--- src/rtl/hmm_pkg.sv ---
// Shared constants and FSM state encoding for the HMM frame driver and its feature buffer.
package hmm_pkg;

  localparam int DIM_DEF   = 12;
  localparam int STATE_DEF = 12;
  localparam int SCORE_W   = 64;

  typedef enum logic [1:0] {
    FILL,
    SEND,
    WAIT,
    REST
  } state_e;

endpackage

--- src/rtl/hmm_feat_buf.sv ---
// Feature frame register file: NBANK banks of DIM words, one write port, one read port,
// and a full flag for the bank addressed by the write port.
module hmm_feat_buf #(
  parameter int W     = 32,
  parameter int DIM   = 12,
  parameter int NBANK = 1,
  parameter int IW    = $clog2(DIM)
) (
  input  logic          clk,
  input  logic          reset,
  input  logic          wr_en,
  input  logic          wr_bank,
  input  logic [IW-1:0] wr_idx,
  input  logic [W-1:0]  wr_data,
  input  logic          rd_bank,
  input  logic [IW-1:0] rd_idx,
  output logic [W-1:0]  rd_data,
  input  logic          clr_en,
  input  logic          clr_bank,
  output logic          full_o
);

  localparam int AW = $clog2(NBANK * DIM);

  logic [W-1:0]     mem_q [NBANK*DIM];
  logic [NBANK-1:0] full_q;
  logic [AW-1:0]    wr_addr;
  logic [AW-1:0]    rd_addr;

  assign wr_addr = AW'(int'(wr_bank) * DIM + int'(wr_idx));
  assign rd_addr = AW'(int'(rd_bank) * DIM + int'(rd_idx));
  assign rd_data = mem_q[rd_addr];

  // NOTE: storage is deliberately left out of reset; only the full flags need a known value.
  always_ff @(posedge clk) begin
    if (wr_en) mem_q[wr_addr] <= wr_data;
  end

  // Clearing wins over setting: a bank handed to the engine on its last write reads as empty.
  always_ff @(posedge clk) begin
    if (reset) begin
      full_q <= '0;
    end else begin
      for (int b = 0; b < NBANK; b++) begin
        if (clr_en && clr_bank == 1'(b))
          full_q[b] <= 1'b0;
        else if (wr_en && wr_bank == 1'(b) && wr_idx == IW'(DIM - 1))
          full_q[b] <= 1'b1;
      end
    end
  end

  always_comb begin
    full_o = 1'b0;
    for (int b = 0; b < NBANK; b++) begin
      if (wr_bank == 1'(b)) full_o = full_q[b];
    end
  end

endmodule

--- src/rtl/hmm_frame_driver.sv ---
// Initiator for the HMM scoring engine: buffers a feature frame, loads it, and reports the argmax state.
// Define HMM_DRV_PINGPONG_EN for two feature banks so the next frame fills while the current one is scored.
module hmm_frame_driver
  import hmm_pkg::*;
#(
  parameter int BWIDTH = 16,
  parameter int DIM    = DIM_DEF,
  parameter int STATE  = STATE_DEF
) (
  input  logic                        clk,
  input  logic                        reset,
  input  logic                        feat_valid,
  input  logic signed [2*BWIDTH-1:0]  feat_data,
  output logic                        feat_ready,
  output logic                        hmm_start,
  output logic signed [2*BWIDTH-1:0]  hmm_x,
  input  logic                        hmm_load,
  input  logic                        hmm_dv,
  input  logic [15:0]                 hmm_index,
  input  logic signed [SCORE_W-1:0]   hmm_score,
  input  logic                        hmm_done,
  output logic                        res_valid,
  output logic [15:0]                 res_state,
  output logic signed [SCORE_W-1:0]   res_score,
  output logic                        res_err,
  output logic [15:0]                 frame_cnt
);

  localparam int W  = 2 * BWIDTH;
  localparam int IW = $clog2(DIM);
`ifdef HMM_DRV_PINGPONG_EN
  localparam int NBANK = 2;
`else
  localparam int NBANK = 1;
`endif

  state_e                     state_q, state_d;
  logic [IW-1:0]              wr_idx_q, wr_idx_d;
  logic [IW-1:0]              send_k_q, send_k_d;
  logic                       fill_bank_q, fill_bank_d;
  logic                       send_bank_q, send_bank_d;
  logic [15:0]                dv_cnt_q, dv_cnt_d;
  logic                       err_q, err_d;
  logic                       has_best_q, has_best_d;
  logic signed [SCORE_W-1:0]  best_q, best_d;
  logic [15:0]                best_idx_q, best_idx_d;
  logic                       feat_ready_q, feat_ready_d;
  logic                       hmm_start_q, hmm_start_d;
  logic signed [W-1:0]        hmm_x_q, hmm_x_d;
  logic                       res_valid_q, res_valid_d;
  logic [15:0]                res_state_q, res_state_d;
  logic signed [SCORE_W-1:0]  res_score_q, res_score_d;
  logic                       res_err_q, res_err_d;
  logic [15:0]                frame_cnt_q, frame_cnt_d;

  logic          wr_fire, last_wr, handoff, clr_en, fill_full, rd_bank;
  logic [IW-1:0] rd_idx;
  logic [W-1:0]  rd_data;

  assign wr_fire = feat_valid && feat_ready_q;
  assign last_wr = wr_fire && (wr_idx_q == IW'(DIM - 1));

  // Address one word ahead so hmm_x is registered in step with the SEND counter.
  assign rd_idx  = (state_q == SEND && send_k_q != IW'(DIM - 1)) ? send_k_q + 1'b1 : '0;
  assign rd_bank = (state_q == SEND) ? send_bank_q : fill_bank_q;

  hmm_feat_buf #(
    .W     (W),
    .DIM   (DIM),
    .NBANK (NBANK),
    .IW    (IW)
  ) u_buf (
    .clk      (clk),
    .reset    (reset),
    .wr_en    (wr_fire),
    .wr_bank  (fill_bank_q),
    .wr_idx   (wr_idx_q),
    .wr_data  (feat_data),
    .rd_bank  (rd_bank),
    .rd_idx   (rd_idx),
    .rd_data  (rd_data),
    .clr_en   (clr_en),
    .clr_bank (fill_bank_q),
    .full_o   (fill_full)
  );

  always_comb begin
    // NOTE: every signal driven here gets a default first, so no path can infer a latch.
    state_d     = state_q;
    wr_idx_d    = wr_idx_q;
    send_k_d    = send_k_q;
    fill_bank_d = fill_bank_q;
    send_bank_d = send_bank_q;
    dv_cnt_d    = dv_cnt_q;
    err_d       = err_q;
    has_best_d  = has_best_q;
    best_d      = best_q;
    best_idx_d  = best_idx_q;
    res_valid_d = 1'b0;
    res_state_d = res_state_q;
    res_score_d = res_score_q;
    res_err_d   = res_err_q;
    frame_cnt_d = frame_cnt_q;
    handoff     = 1'b0;
    clr_en      = 1'b0;

    if (wr_fire) wr_idx_d = last_wr ? '0 : wr_idx_q + 1'b1;

    unique case (state_q)
      FILL: begin
        if (last_wr) handoff = 1'b1;
      end
      SEND: begin
        if ((send_k_q != '0 && !hmm_load) || hmm_done) err_d = 1'b1;
        if (send_k_q == IW'(DIM - 1)) state_d = WAIT;
        else                          send_k_d = send_k_q + 1'b1;
      end
      WAIT: begin
        if (hmm_dv) begin
          dv_cnt_d = (dv_cnt_q == '1) ? dv_cnt_q : dv_cnt_q + 1'b1;
          if (hmm_index >= 16'(STATE)) begin
            err_d = 1'b1;
          end else if (!has_best_q || hmm_score > best_q) begin
            has_best_d = 1'b1;
            best_d     = hmm_score;
            best_idx_d = hmm_index;
          end
        end
        // The result is formed from the dv-updated values so a coincident dv is counted.
        if (hmm_done) begin
          res_valid_d = 1'b1;
          res_state_d = best_idx_d;
          res_score_d = best_d;
          res_err_d   = err_d | (dv_cnt_d != 16'(STATE));
          frame_cnt_d = frame_cnt_q + 1'b1;
          state_d     = REST;
        end
      end
      REST: begin
        dv_cnt_d   = '0;
        err_d      = 1'b0;
        has_best_d = 1'b0;
        best_d     = '0;
        best_idx_d = '0;
        state_d    = FILL;
        if (fill_full || last_wr) handoff = 1'b1;
      end
      default: state_d = FILL;
    endcase

    if (handoff) begin
      state_d     = SEND;
      send_k_d    = '0;
      send_bank_d = fill_bank_q;
      clr_en      = 1'b1;
`ifdef HMM_DRV_PINGPONG_EN
      fill_bank_d = ~fill_bank_q;
`endif
    end

    hmm_start_d = (state_d == SEND) || (state_d == WAIT);
    hmm_x_d     = (state_d == SEND) ? rd_data : '0;
`ifdef HMM_DRV_PINGPONG_EN
    feat_ready_d = (state_d == FILL) || !(handoff ? 1'b0 : (fill_full || last_wr));
`else
    feat_ready_d = (state_d == FILL);
`endif
  end

  // NOTE: sequential state uses non-blocking assignments so every register samples pre-edge values.
  always_ff @(posedge clk) begin
    if (reset) begin
      state_q      <= FILL;
      wr_idx_q     <= '0;
      send_k_q     <= '0;
      fill_bank_q  <= 1'b0;
      send_bank_q  <= 1'b0;
      dv_cnt_q     <= '0;
      err_q        <= 1'b0;
      has_best_q   <= 1'b0;
      best_q       <= '0;
      best_idx_q   <= '0;
      feat_ready_q <= 1'b0;
      hmm_start_q  <= 1'b0;
      hmm_x_q      <= '0;
      res_valid_q  <= 1'b0;
      res_state_q  <= '0;
      res_score_q  <= '0;
      res_err_q    <= 1'b0;
      frame_cnt_q  <= '0;
    end else begin
      state_q      <= state_d;
      wr_idx_q     <= wr_idx_d;
      send_k_q     <= send_k_d;
      fill_bank_q  <= fill_bank_d;
      send_bank_q  <= send_bank_d;
      dv_cnt_q     <= dv_cnt_d;
      err_q        <= err_d;
      has_best_q   <= has_best_d;
      best_q       <= best_d;
      best_idx_q   <= best_idx_d;
      feat_ready_q <= feat_ready_d;
      hmm_start_q  <= hmm_start_d;
      hmm_x_q      <= hmm_x_d;
      res_valid_q  <= res_valid_d;
      res_state_q  <= res_state_d;
      res_score_q  <= res_score_d;
      res_err_q    <= res_err_d;
      frame_cnt_q  <= frame_cnt_d;
    end
  end

  assign feat_ready = feat_ready_q;
  assign hmm_start  = hmm_start_q;
  assign hmm_x      = hmm_x_q;
  assign res_valid  = res_valid_q;
  assign res_state  = res_state_q;
  assign res_score  = res_score_q;
  assign res_err    = res_err_q;
  assign frame_cnt  = frame_cnt_q;

endmodule

--- config.mk ---
export PLATFORM = sky130hd
export DESIGN_NAME = hmm_frame_driver
export DESIGN_NICKNAME = d
export VERILOG_FILES = /design/src/rtl/hmm_pkg.sv /design/src/rtl/hmm_feat_buf.sv /design/src/rtl/hmm_frame_driver.sv
export SDC_FILE = /design/constraint.sdc
export NUM_CORES = 1
export LEC_CHECK = 0
export BUFFER_PORTS_ARGS = -buffer_cell sky130_fd_sc_hd__clkbuf_2
export CAP_MARGIN = 30
export CORE_UTILIZATION = 50
export DETAILED_ROUTE_END_ITERATION = 16
export PLACE_DENSITY = 0.75
export SETUP_SLACK_MARGIN = 0.2
export SLEW_MARGIN = 40
export SYNTH_ARGS = -nofsm -noshare
export SYNTH_HDL_FRONTEND = slang
export SYNTH_SLANG_ARGS = --single-unit
--- constraint.sdc ---
create_clock -name clk -period 5 [get_ports clk]
set_clock_uncertainty 0.15 [all_clocks]
set_input_delay 0.5 -clock clk [delete_from_list [all_inputs] [get_ports clk]]
set_output_delay 0.5 -clock clk [all_outputs]
set_load 0.005 [all_outputs]
==> impl_summary.txt <==
----------------------------------------------------
[STA]
  Fin. Hold Viols ... 0
  Setup violation total in the final timing report ... 0
  Final critical-path share of the clock period ... 0.775
  Minimum period implied by the final worst setup slack ... 3880 ps
  Max-slew violation count ... 0
  Setup_tns ... 0 ps
  Worst Tran Pin Value ... 849 ps
  Final worst hold slack ... 27.4 ps
  Max Freq ... 258 MHz
  Setup repair after global routing missed its margin ... no
  Worst relative slew slack ... 0.433

[Critical path]
  CP endpoint kind ... register
  Cell with the largest stage delay on the worst path ... dlygate4sd3_1
  Longest individual stage delay on the worst path ... 560 ps
  Category of the critical setup timing path ... in2reg
  Critical Path Start Type ... primary input
  Crit Path Max Fanout ... 30
  CP startpoint ... hmm_score[63]
  Buf/Inv on CP ... 3
  Critical path, cell by cell ... dlygate4sd3_1 > clkbuf_2 > ha_1 > nand4_1 > nor4_2 > nand3_1 > nor3_1 > o21ai_0 > nand3_4 > buf_4 > mux2i_1
  Data arrival time at the worst-slack endpoint ... 4240 ps
  R2R cell count ... 8
  Required @ worst endpoint ... 5360 ps
  R2R Setup Slk ... 1310 ps
  CP delay by family, top ... simple AND/OR/NAND/NOR gates
  Destination of the worst register-to-register timing path ... hmm_x[30]$_SDFF_PP0_
  RR Startpoint ... send_k_q[0]$_SDFFE_PP0P_

[Placed design]
  Count of input and output buffers ... 249
  Cells after DPL ... 3163
  Weighted congestion reported at the end of routability-driven placement ... 0.868
  Final HPWL from detailed placement ... 40.3 mm

[Clocking]
  Count of H-tree levels built during CTS ... 3
  Worst-skew pair later-pin latency ... 610 ps
  Max clock buf depth ... 3
  TritonCTS buffer count ... 66
  Clock-pin slew on the worst setup and hold paths ... 60 ps
  CTS tree ... done
  Number of clock sinks seen by CTS ... 625
  Post-CTS Repair Setup Buffers ... 0
  Clock root buffer ... clkbuf_16

[Die]
  Row count ... 83
  Vert. Die Dim ... 232 um
  Area of the die ... 53600 um2
  Core region area ... 51700 um2
  # IOs ... 250
  Effective utilization at floorplan ... 0.510
  Die width ... 232 um

[Route]
  Number of vias per cell ... 5.90
  First-pass detailed-route iteration total ... 7
  Via Count ... 19600
  DR DRC count ... 0
  Post-Route WL ... 67.2 mm
  Wire per inst ... 20.3 um
  Number of DRC markers after the initial detailed-route iteration ... 1655
  Final ANT Viol Nets ... 0

[Finish]
  Area occupied by multi-input gates ... 9210 um2
  Post-route non-filler standard cell count ... 3315
  Footprint of the flip-flops and latches ... 16400 um2
  Fraction of final layout cells with drive strength greater than 1 ... 0.188
  Number of nets in the final layout ... 2780
  FILL cells ... 4065
  Area growth, synth to finish ... 16.5%
  Final standard cell utilization of the core ... 0.593

[Hold path]
  Number of cells on the worst hold path ... 3
  Hold worst-path end ... best_q[13]$_SDFFE_PP0P_
  HP Start ... hmm_score[13]
  Hold Path Class ... in2reg

[Synth]
  Post-Synthesis Cells ... 2348
  Share of the synthesized area in the top cell type ... 0.438
  Most instantiated library cell after synthesis ... nand2_1
  Multiplexer fraction of the synthesized cell area ... 0.0278
  Library cell with the largest summed area after synthesis ... edfxtp_1
  Dominant combinational cell family by area after synthesis ... simple AND/OR/NAND/NOR gates
  Count of flip-flops with a built-in enable after synthesis ... 384
  Post-synthesis sequential area ratio ... 0.621
  Adder and majority cell fraction of the synthesized area ... 0.0380
  Post-Synth Simple-Gate Area ... 0.153
  Average cell area after synthesis ... 11.2 um2
  Top FF cell, synth ... edfxtp_1
  Number of synthesized register bits ... 625
  Asr flop ratio synth ... 0
  Most common library cells after synthesis ... 388 x nand2_1, 384 x edfxtp_1, 241 x dfxtp_1
  Post-synthesis cell type count ... 58
  Synthesized net count ... 2546
  Synth Cell Area ... 26400 um2
  Fraction of synthesized cell area in xor and xnor cells ... 0.0110
  Synth top area cells ... edfxtp_1 44%, dfxtp_1 18%, nand2_1 5.5%
  Synth Area in Compound Gates ... 0.114
  Number of warnings printed during yosys synthesis ... 0

[GRT]
  Global routing met3 resource utilization ... 0.0491
  Top Usage Layer GRT ... met2
  Via count of the first global-routing pass ... 19000
  Number of antenna violations at the first check in global routing ... 9
  Wire length of the first global-routing pass ... 103 mm
  Met1 track demand over resource ... 0.320
  Met2 Track Usage GR ... 0.410
  Overall routing resource usage ... 0.247
  Final global-route overflow total ... 0
  Pin count of the biggest net entering global routing ... 90

[Power]
  Maximum VDD drop ... 0.304 mV
  Lkg Pwr ... 11.6 nW
  Total Power Consumption ... 0.0103 W
  Power density of the placed cells ... 336 nW/um2

[Outcome]
  Run status ... finished clean

[Flow run]
  Number of violations of the max-capacitance limit ... 0

----------------------------------------------------
==> tightest hold or removal path, cell delays in order <==
cell	delay, ps
clkbuf_2	100
nand2_1	60
mux2i_1	60
==> cells in the final DEF, fill, tap and decap left out, drive strengths merged, types with 7 or more instances in the layout <==
cell / Yosys / final
nand2: 388 / 388
edfxtp: 384 / 384
clkbuf: 124 / 338
dfxtp: 241 / 241
nor2: 227 / 227
nand3: 87 / 87
inv: 77 / 82
ha: 80 / 80
a21oi: 75 / 75
mux2i: 72 / 72
a31oi: 68 / 68
o221a: 68 / 68
a211oi: 66 / 66
o211ai: 65 / 65
or3: 64 / 64
buf: 35 / 46
nor2b: 35 / 35
dlygate4sd3: 0 / 30
nand4: 26 / 26
xor2: 23 / 23
and3: 22 / 22
clkinv: 0 / 22
o21ai: 15 / 15
nor3: 15 / 15
a32o: 12 / 12
xnor2: 10 / 10
nor4: 10 / 10
nand2b: 7 / 7
or2: 7 / 7
and4: 7 / 7
==> state kept, by name, summed over array words and instances (netlist names), 2 cells and up <==
register and count:
best_idx_q 16, best_q 64, dv_cnt_q 16, frame_cnt 16, hmm_x 32, res_score 64, res_state 16, send_k_q 4
state_q 2, u_buf.mem_q 384, wr_idx_q 4
==> worst max-delay path by stage <==
stage / end / cells after the start / slack, ps
after floorplan: hmm_x[0]$_SDFF_PP0_ / 11 / 1190
after global placement: best_q[6]$_SDFFE_PP0P_ / 10 / 980
after detailed placement: best_q[4]$_SDFFE_PP0P_ / 10 / 1150
after CTS: best_q[4]$_SDFFE_PP0P_ / 11 / 1200
after global routing: best_q[3]$_SDFFE_PP0P_ / 11 / 980
final: best_q[3]$_SDFFE_PP0P_ / 11 / 1120
==> metal layers <==
metal	up-vias	routed length (um)
li1	9008	-
met1	9608	27700
met2	812	32400
met3	135	5330
met4	8	1770
met5	-	53
==> cell type report <==
cell class                 instances  area share
sequential                       625       0.533
tap                              680      0.0277
multi-input combinational       1487       0.300
timing repair buffer             325      0.0648
antenna                            5    0.000408
inverter                          77     0.00942
clock inverter                    27     0.00591
clock buffer                      89      0.0586
==> report_power, final <==
group | leakage (nW) | switching, W | internal, W | total [W]
registers | 5.40 | 0.00000616 | 0.00548 | 0.00549
clock network | 0.985 | 0.00198 | 0.00255 | 0.00453
logic | 5.17 | 0.000191 | 0.000106 | 0.000297
total | 11.6 | 0.00218 | 0.00814 | 0.0103
==> cell families after synthesis <==
family | after synthesis
muxes | 73
DFF | 625
buffers and inverters | 236
xor gates and xnor gates | 33
and+or+nand+nor | 904
adders and majority gates | 80
AOI/OAI and AO/OA | 397
==> per-stage QoR <==
| step | instance area (um2) | worst slack (ps) |
|---|---|---|
| after floorplan | 26400 | 1190 |
| after global placement | 28300 | 982 |
| after detailed placement | 28400 | 1150 |
| after CTS | 30600 | 1200 |
| after global routing | 30700 | 983 |
| final | 30700 | 1120 |
==> timing repair <==
action                    CTS  global route
hold endpoints to repair   30             0
resized for setup           0             0
hold buffers               30             0
(Power assumes the default switching activity.)
